<file path="config.mk">
export PLATFORM = sky130hd
export DESIGN_NAME = acc_core_seq
export DESIGN_NICKNAME = d
export VERILOG_FILES = /design/src/rtl/acc_core_pkg.sv /design/src/rtl/acc_core_seq_mul.sv /design/src/rtl/acc_core_seq.sv
export SDC_FILE = /design/constraint.sdc
export NUM_CORES = 1
export LEC_CHECK = 0
export ABC_CLOCK_PERIOD_IN_PS = 4870
export CELL_PAD_IN_SITES_DETAIL_PLACEMENT = 0
export CELL_PAD_IN_SITES_GLOBAL_PLACEMENT = 1
export CORE_UTILIZATION = 45
export CTS_CLUSTER_SIZE = 40
export DETAILED_ROUTE_END_ITERATION = 6
export HOLD_SLACK_MARGIN = 0.06
export PLACE_DENSITY = 0.9
export RECOVER_POWER = 50
export SLEW_MARGIN = 25
export SYNTH_ARGS = -nofsm -noshare
export SYNTH_HDL_FRONTEND = slang
export SYNTH_SLANG_ARGS = --single-unit
</file>
<file path="constraint.sdc">
create_clock -name clk -period 4.87 [get_ports clk]
set_clock_uncertainty 0.1 [all_clocks]
set_input_delay 1.2175 -clock clk [delete_from_list [all_inputs] [get_ports clk]]
set_output_delay 1.2175 -clock clk [all_outputs]
set_load 0.02 [all_outputs]
</file>
<file path="src/rtl/acc_core_pkg.sv">
// Shared opcode and FSM encodings for the sequential accumulator core.
package acc_core_pkg;

  localparam logic [3:0] OP_ADD = 4'd0;
  localparam logic [3:0] OP_MUL = 4'd1;
  localparam logic [3:0] OP_AND = 4'd2;
  localparam logic [3:0] OP_OR  = 4'd3;
  localparam logic [3:0] OP_NOT = 4'd4;
  localparam logic [3:0] OP_LDI = 4'd5;
  localparam logic [3:0] OP_LDR = 4'd6;
  localparam logic [3:0] OP_STR = 4'd7;
  localparam logic [3:0] OP_IN  = 4'd8;
  localparam logic [3:0] OP_OUT = 4'd9;
  localparam logic [3:0] OP_SUB = 4'd10;

  typedef enum logic {
    ST_IDLE = 1'b0,
    ST_MUL  = 1'b1
  } state_e;

  // Per-op write enables decoded by the single-cycle ALU.
  typedef struct packed {
    logic wr_acc;
    logic wr_carry;
    logic carry;
  } alu_ctl_t;

endpackage

</file>
<file path="src/rtl/acc_core_seq_mul.sv">
// Shift-add multiplier: one multiplier bit per cycle, LSB first.
// product is the running sum including the current step, so on the cycle
// done is high it already holds the final result.
module seq_multiplier #(
  parameter int WIDTH = 8
) (
  input  logic               clk,
  input  logic               reset,
  input  logic               start,
  input  logic [WIDTH-1:0]   a,
  input  logic [WIDTH-1:0]   b,
  output logic               done,
  output logic [2*WIDTH-1:0] product
);

  localparam int CW = (WIDTH > 1) ? $clog2(WIDTH) : 1;

  logic               running;
  logic [CW-1:0]      cnt;
  logic [2*WIDTH-1:0] mcand;
  logic [2*WIDTH-1:0] psum;
  logic [WIDTH-1:0]   mplier;

  assign product = psum + (mplier[0] ? mcand : '0);
  assign done    = running && (cnt == CW'(WIDTH - 1));

  // Operand latch on start, then one shift-add step per cycle.
  always_ff @(posedge clk) begin
    if (reset) begin
      running <= 1'b0;
      cnt     <= '0;
      mcand   <= '0;
      psum    <= '0;
      mplier  <= '0;
    end else if (start) begin
      running <= 1'b1;
      cnt     <= '0;
      mcand   <= {{WIDTH{1'b0}}, a};
      psum    <= '0;
      mplier  <= b;
    end else if (running) begin
      psum    <= product;
      mcand   <= mcand << 1;
      mplier  <= mplier >> 1;
      cnt     <= cnt + 1'b1;
      if (done) running <= 1'b0;
    end
  end

endmodule

</file>
<file path="src/rtl/acc_core_seq.sv">
// Clocked accumulator core: ALU ops between acc and a small register file,
// valid/ready instruction intake, multi-cycle multiply.
module acc_core_seq
  import acc_core_pkg::*;
#(
  parameter  int WIDTH = 8,
  parameter  int NREGS = 4,
  localparam int RW    = $clog2(NREGS)
) (
  input  logic             clk,
  input  logic             reset,
  input  logic             instr_valid,
  output logic             instr_ready,
  input  logic [3:0]       instr_op,
  input  logic [RW-1:0]    instr_reg,
  input  logic [WIDTH-1:0] instr_imm,
  input  logic [WIDTH-1:0] in_data,
  output logic [WIDTH-1:0] acc_out,
  output logic [WIDTH-1:0] out_data,
  output logic             out_valid,
  output logic             busy,
  output logic             zero_flag,
  output logic             carry_flag
);

  state_e                       state;
  logic [WIDTH-1:0]             acc;
  logic [NREGS-1:0][WIDTH-1:0]  regs;
  logic                         accept;
  logic [WIDTH-1:0]             r_val;
  logic [WIDTH-1:0]             acc_nxt;
  logic [WIDTH:0]               sum;
  alu_ctl_t                     ctl;
  logic                         mul_start;
  logic                         mul_done;
  logic [2*WIDTH-1:0]           mul_prod;

  assign instr_ready = (state == ST_IDLE) && !reset;
  assign busy        = (state == ST_MUL);
  assign accept      = instr_valid && instr_ready;
  assign r_val       = regs[instr_reg];
  assign acc_out     = acc;
  assign sum         = {1'b0, acc} + {1'b0, r_val};
  assign mul_start   = accept && (instr_op == OP_MUL);

  seq_multiplier #(.WIDTH(WIDTH)) u_mul (
    .clk     (clk),
    .reset   (reset),
    .start   (mul_start),
    .a       (acc),
    .b       (r_val),
    .done    (mul_done),
    .product (mul_prod)
  );

  // Single-cycle ALU: next acc value and which flags it touches.
  always_comb begin
    acc_nxt = acc;
    ctl     = '{wr_acc: 1'b0, wr_carry: 1'b0, carry: carry_flag};
    unique case (instr_op)
      OP_ADD: begin {ctl.carry, acc_nxt} = sum; ctl.wr_acc = 1'b1; ctl.wr_carry = 1'b1; end
      OP_AND: begin acc_nxt = acc & r_val;  ctl.wr_acc = 1'b1; end
      OP_OR:  begin acc_nxt = acc | r_val;  ctl.wr_acc = 1'b1; end
      OP_NOT: begin acc_nxt = ~acc;         ctl.wr_acc = 1'b1; end
      OP_LDI: begin acc_nxt = instr_imm;    ctl.wr_acc = 1'b1; end
      OP_LDR: begin acc_nxt = r_val;        ctl.wr_acc = 1'b1; end
      OP_IN:  begin acc_nxt = in_data;      ctl.wr_acc = 1'b1; end
      OP_SUB: begin
        acc_nxt      = acc - r_val;
        ctl.carry    = (acc < r_val);
        ctl.wr_acc   = 1'b1;
        ctl.wr_carry = 1'b1;
      end
      default: ;  // MUL finishes in ST_MUL; STR/OUT/NOPs leave acc alone
    endcase
  end

  // Control FSM plus all architectural state (acc, regs, flags, output port).
  always_ff @(posedge clk) begin
    if (reset) begin
      state      <= ST_IDLE;
      acc        <= '0;
      regs       <= '0;
      out_data   <= '0;
      out_valid  <= 1'b0;
      zero_flag  <= 1'b0;
      carry_flag <= 1'b0;
    end else begin
      out_valid <= 1'b0;
      unique case (state)
        ST_IDLE: if (accept) begin
          if (ctl.wr_acc) begin
            acc       <= acc_nxt;
            zero_flag <= (acc_nxt == '0);
          end
          if (ctl.wr_carry) carry_flag <= ctl.carry;
          if (instr_op == OP_STR) regs[instr_reg] <= acc;
          if (instr_op == OP_OUT) begin
            out_data  <= acc;
            out_valid <= 1'b1;
          end
          if (instr_op == OP_MUL) state <= ST_MUL;
        end
        ST_MUL: if (mul_done) begin
          acc        <= mul_prod[WIDTH-1:0];
          zero_flag  <= (mul_prod[WIDTH-1:0] == '0);
          carry_flag <= |mul_prod[2*WIDTH-1:WIDTH];
          state      <= ST_IDLE;
        end
        default: state <= ST_IDLE;
      endcase
    end
  end

endmodule

</file>
After elaboration in Yosys (flattened, before gate mapping) --
Index checks and enable logic that the tools add are counted.
Word-level totals: register bits after elaboration 96, input bits 25
Cells by class: $add $sub $neg 4, $lt $le $gt $ge 3, equality and inequality tests 16, muxes and demuxes 32, bitwise operators 5, reductions and logical operators 18
Operator list (number):
- 8-bit two-way mux | 9
- 8-bit one-hot mux with 8 select lines | 1
- 32-bit bitwise mux | 1
- 16-bit adder | 1
- 8-bit binary-select mux with 2-bit select | 1
- 8-bit demux with 2-bit select | 1
- 4-bit by 3-bit == test with 1-bit output (second input constant) | 4
- 8-bit zero test | 2
- 16-bit two-way mux | 1
- 8-bit one-hot mux with 2 select lines | 1
- 8-bit OR reduction | 2
- 1-bit two-way mux | 13
- 4-bit == test (second input constant) | 3
- 8-bit by 8-bit adder with 9-bit output | 1
- 3-bit AND reduction | 3
- 8-bit AND | 1
- 4-bit by 2-bit == test with 1-bit output (second input constant) | 2
- 8-bit < comparator | 1
- 8-bit inverter | 1
- 8-bit OR | 1
- 8-bit subtractor | 1
- 2-bit != test (second input constant) | 3
- 1-bit one-hot mux with 2 select lines | 3
- 1-bit logical AND | 5
- other kinds (15) | 16

Longest topological paths before layout --
depth after elaboration 8, depth in mapped cells 12, mapped depth without buffers 11

By module --
From an unflattened synthesis, not the netlist that was laid out.
Unflattened totals: cells, all modules 781, area total of the unflattened synthesis 6374.9 µm²
By module, submodules not included:
- acc_core_seq | times used 1, cells an instance 486, area an instance 3824.9 µm², seq. area each 1041.0 µm²
- seq_multiplier | times used 1, cells an instance 295, area an instance 2549.9 µm², seq. area each 880.8 µm²

Worst setup path after synthesis --
Ideal clock, no wire load.
path kind input -> register, from input instr_reg[0], to register zero_flag, library setup time 0.117 ns, data arrival time 3.992 ns, data required time 4.653 ns, slack 0.661 ns, cell stages on the path 11, buffers on the path 1, path through buf_6 > mux4_1 > ha_1 > fa_1 > or2_2 > a211oi_1 > and3_1 > o21ai_0 > a31oi_1 > nor4_2 > a32o_2
Between the ends: longest elaborated chain between the ends 8
Ends and longest elaborated chain:
- start: declaration | RTL line acc_core_seq.sv:15 | input logic [RW-1:0] instr_reg,
- 8-bit binary-select mux with 2-bit select (*) | RTL line acc_core_seq.sv:41 | assign r_val = regs[instr_reg];
- 8-bit two-way mux (implied by the code) (*) | RTL line acc_core_seq.sv:41
- 8-bit subtractor (tied with other cells) | RTL line acc_core_seq.sv:69 | acc_nxt = acc - r_val;
- 8-bit one-hot mux with 8 select lines (*) | RTL line acc_core_seq.sv:60 | unique case (instr_op)
- 8-bit zero test (*) | RTL line acc_core_seq.sv:94 | zero_flag <= (acc_nxt == '0);
- 1-bit two-way mux (*) | RTL line acc_core_seq.sv:92 | if (ctl.wr_acc) begin
- 1-bit two-way mux (*) | RTL line acc_core_seq.sv:91 | ST_IDLE: if (accept) begin
- 1-bit one-hot mux with 2 select lines (*) | RTL line acc_core_seq.sv:90 | unique case (state)
- end signal: assignment | RTL line acc_core_seq.sv:94
- end signal: assignment | RTL line acc_core_seq.sv:106 | zero_flag <= (mul_prod[WIDTH-1:0] == '0);
- end: declaration | RTL line acc_core_seq.sv:22 | output logic zero_flag,
Mark *: on every way between the ends. The rest lies on a longest branch, timed or not. The select of a mux whose other input is x is not followed. A chain may end at the register's enable or synchronous reset.

Worst setup path after layout --
Same ends and word-level chain as after synthesis.

==> flow_summary_export.csv <==
group,metric,value,unit
routing,first_iter_violations,589,
timing,max_freq,223.7,MHz
yosys,seq_area_frac_synth,0.2989,
timing,rsz0062_at_grt,"false",
yosys,async_flop_share,0,
global_route,grt_start_max_net_pins,69,
placement,dpl.hpwl,14090,um
status,status,"complete, but fails checks",
global_route,grt_first_pass_wirelength,29480,um
timing,worst_pin_slew,1.659,ns
yosys,syn_area,6430,sq um
yosys,yosys_warnings,0,
critical_path,path_depth,11,
critical_path,critPathTopFamily,"compound AO/OA/AOI/OAI gates",
placement,gp_congestion,0.9370,
floorplan,fp.dieW,121.5,um
power_and_ir_drop,ir_worst_vdd,0.1978,mV
timing,finalCritPeriodShare,0.9181,
clock_network,cts_tree,"built",
routing,wl_per_cell,19.07,um
critical_path,crit_type,"in2reg",
critical_path,worstPathRequired,5.00,ns
global_route,antenna_found_initial,0,
yosys,synth_nets,839,
clock_network,clockBufferDepth,2,
placement,place_ws,0.06589,ns
clock_network,cts_buffers,9,
global_route,grt_pass1_vias,5513,
clock_network,path_clk_slew,0.07,ns
clock_network,hold_buffers,0,
floorplan,die-area,14770,sq um
critical_path,crit_start,"instr_reg[0]",
clock_network,cts-root-buf,"clkbuf_16",
yosys,synth.avg_cell_area,8.372,sq um
timing,post-route-worst-setup-slack,0.3990,ns
floorplan,initial_core_util,0.4614,
power_and_ir_drop,p_per_area,229.6,nW/um^2
clock_network,h-tree-depth,3,
timing,timing.hold.ws,0.3838,ns
floorplan,die_h,121.5,um
floorplan,rows,43,
timing,slew_violations,9,
critical_path,crit_buf_inv,1,
critical_path,r2r_end,"acc_out[7]",
placement,portBuffers,45,
routing,via_count,5848,
critical_path,cp_data_arrival_time,4.61,ns
power_and_ir_drop,leakage,0.002880,uW
global_route,grt-ovfl-total,0,
routing,ant_nets,0,
yosys,yosysUniqueCellTypes,79,
critical_path,ff2ff_path_depth,9,
clock_network,cts_resized,0,
timing,post-route-min-period,4.471,ns
critical_path,cpPeakStageDelay,0.62,ns
hold_path,hp-class,"reg2reg",
routing,drt-vias-per-instance,5.937,
clock_network,clock_sinks,96,
yosys,synth_edf_count,0,
global_route,grt_use_total,0.2575,
layout,final_nets,871,
critical_path,cp_max_fo,3,
critical_path,r2r_start,"acc_out[1]",
critical_path,cpMaxStageDelayCell,"mux4_1",
timing,setup_viol,0,
timing,final-hold-violation-count,0,
floorplan,fp.coreArea,13930,sq um
layout,area_delta_synth_final,13.89,%
status,failed_checks,"max-capacitance violations, max-slew violations",
yosys,synth-seq-cells,96,
yosys,synth_cells,768,
routing,wirelength,18790,um
critical_path,start_kind,"input port",
yosys,synthFlopType,"dfxtp_1",
layout,drive_gt1_frac,0.07205,
clock_network,insertion_delay,0.34,ns
routing,drc,0,
critical_path,ff2ff_setup_slack,1.53,ns
critical_path,crit_path_end_kind,"flop",
clock_network,postCtsSetupRepairBufs,0,
layout,fillCellCount,1304,
critical_path,worstPathCellList,"clkdlybuf4s50_1, mux4_1, ha_1, fa_1, or2_2, a211oi_1, and3_1, o21ai_0, a31oi_1, nor4_2, a32o_2",
job,max_cap_violations,1,
timing,slew-limit-headroom,-0.1142,
timing,setup_tns,0,ns
floorplan,io_pins,46,
critical_path,crit_end,"zero_flag",
routing,drtPass1Iterations,5,
layout,num_antenna_cells,0,
==> final cells by class <==
type | instances | area, sq um | area share
multi-input combinational | 585 | 4135 | 0.5647
sequential | 96 | 1923 | 0.2626
timing repair buffer | 70 | 621.8 | 0.08491
clock buffer | 12 | 246.5 | 0.03366
tap | 180 | 225.2 | 0.03075
inverter | 38 | 142.6 | 0.01948
clock inverter | 4 | 28.78 | 0.003930
==> where the power goes <==
group	switching, uW	internal (uW)
Combinational	127	83.9
Clock	303	362
Sequential	14.5	791
Total	445	1240
==> worst reg2reg max path: cells and delay by family (launching register included) <==
family,cells,cell delay (ns)
compound gates,6,1.62
fa+ha+maj,1,0.42
buf+inv,1,0.27
flops,1,0.71
simple gates,1,0.07
==> layout by cell type (no fill, tap or decap), types with 7 or more instances in the layout <==
master / netlist / routed
mux2i_1: 62 / 62
buf_4: 0 / 22
o21a_1: 7 / 7
nand2b_1: 8 / 8
nor2b_1: 8 / 8
inv_1: 35 / 35
a31oi_1: 8 / 8
a21o_1: 11 / 11
ha_1: 43 / 43
clkdlybuf4s50_1: 0 / 20
and2_1: 16 / 16
nand3_1: 9 / 9
a21oi_1: 48 / 48
clkbuf_16: 0 / 9
dfxtp_1: 96 / 95
o21ai_0: 26 / 26
dlygate4sd3_1: 0 / 24
xnor2_1: 9 / 9
nor3_1: 17 / 18
a211oi_1: 25 / 25
nand2_1: 30 / 30
nor2_1: 133 / 133
==> worst min-delay path by stage <==
stage / startpoint / end / slack, ns / depth (start not counted)
2_1_floorplan: regs[24] / regs[24] / 0.35 / 2
3_3_place_gp: regs[31] / regs[31] / 0.36 / 2
3_5_place_dp: regs[31] / regs[31] / 0.37 / 2
4_1_cts: regs[31] / regs[31] / 0.39 / 2
5_1_grt: regs[8] / regs[8] / 0.42 / 2
6_report: out_data[3] / out_data[3] / 0.38 / 2
==> sequential cells by signal, summed over array words and instances (netlist names) <==
register and flops:
out_valid 1, busy 1, u_mul.mplier 8, regs 32
u_mul.running 1, out_data 8, u_mul.mcand 16, u_mul.cnt 3
carry_flag 1, zero_flag 1, acc_out 8, u_mul.psum 16
==> routing by layer <==
metal | part of all wire | global-route usage
met1 | 0.47 | 0.3621
met2 | 0.46 | 0.4134
met3 | 0.055 | 0.03043
met4 | 0.017 | 0.07407
met5 | 0 | 0
==> metrics by stage <==
stage | instance area, sq um | total power (uW) | instances | util
after CTS | 7346 | 1693 | 985 | 0.5272
after global placement | 7071 | 1031 | 969 | 0.5074
after global routing | 7323 | 1738 | 985 | 0.5255
after detailed placement | 7071 | 1032 | 969 | 0.5074
final | 7323 | 1682 | 985 | 0.5255
after floorplan | 6430 | 952.6 | 768 | -
==> synth_stat cells, types with 3 or more instances <==
cell type	n	area [sq um]
a2111oi_0	3	26.28
o21bai_1	3	22.52
nor2b_1	8	50.05
mux4_2	3	67.56
o32a_1	3	30.03
or3_1	4	25.02
a31o_2	4	35.03
buf_2	16	80.08
nor3_1	17	85.08
o31ai_1	3	22.52
ha_1	43	538.0
nand2_1	30	112.6
dfxtp_1	96	1922
o21ai_0	26	130.1
a31oi_1	8	50.05
nand3_1	9	45.04
clkinv_1	3	11.26
o2111a_1	3	33.78
inv_1	35	131.4
a21oi_1	48	240.2
fa_1	3	60.06
or2_2	3	18.77
a21o_1	11	82.58
nand4_1	5	31.28
mux2i_1	62	620.6
a211oi_1	25	187.7
and2_1	16	100.1
clkbuf_1	30	112.6
nor2_1	133	499.2
o22ai_1	6	37.54
mux4_1	5	131.4
xnor2_1	9	78.83
nor4_1	5	31.28
or4_1	3	22.52
a221oi_1	4	35.03
o211ai_1	4	30.03
nand2b_1	8	50.05
xor2_1	4	35.03
o21a_1	7	52.55
o2111ai_1	4	35.03
and3_1	6	37.54
==> cells by family after synthesis <==
| family | Yosys count | share of synthesized area |
|---|---|---|
| compound gates | 191 | 0.2076 |
| xor+xnor | 13 | 0.01771 |
| fa+ha+maj | 46 | 0.09302 |
| buf+inv | 87 | 0.05624 |
| flops | 96 | 0.2989 |
| mux | 70 | 0.1275 |
| simple gates | 265 | 0.1991 |
(Power assumes the default switching activity.)
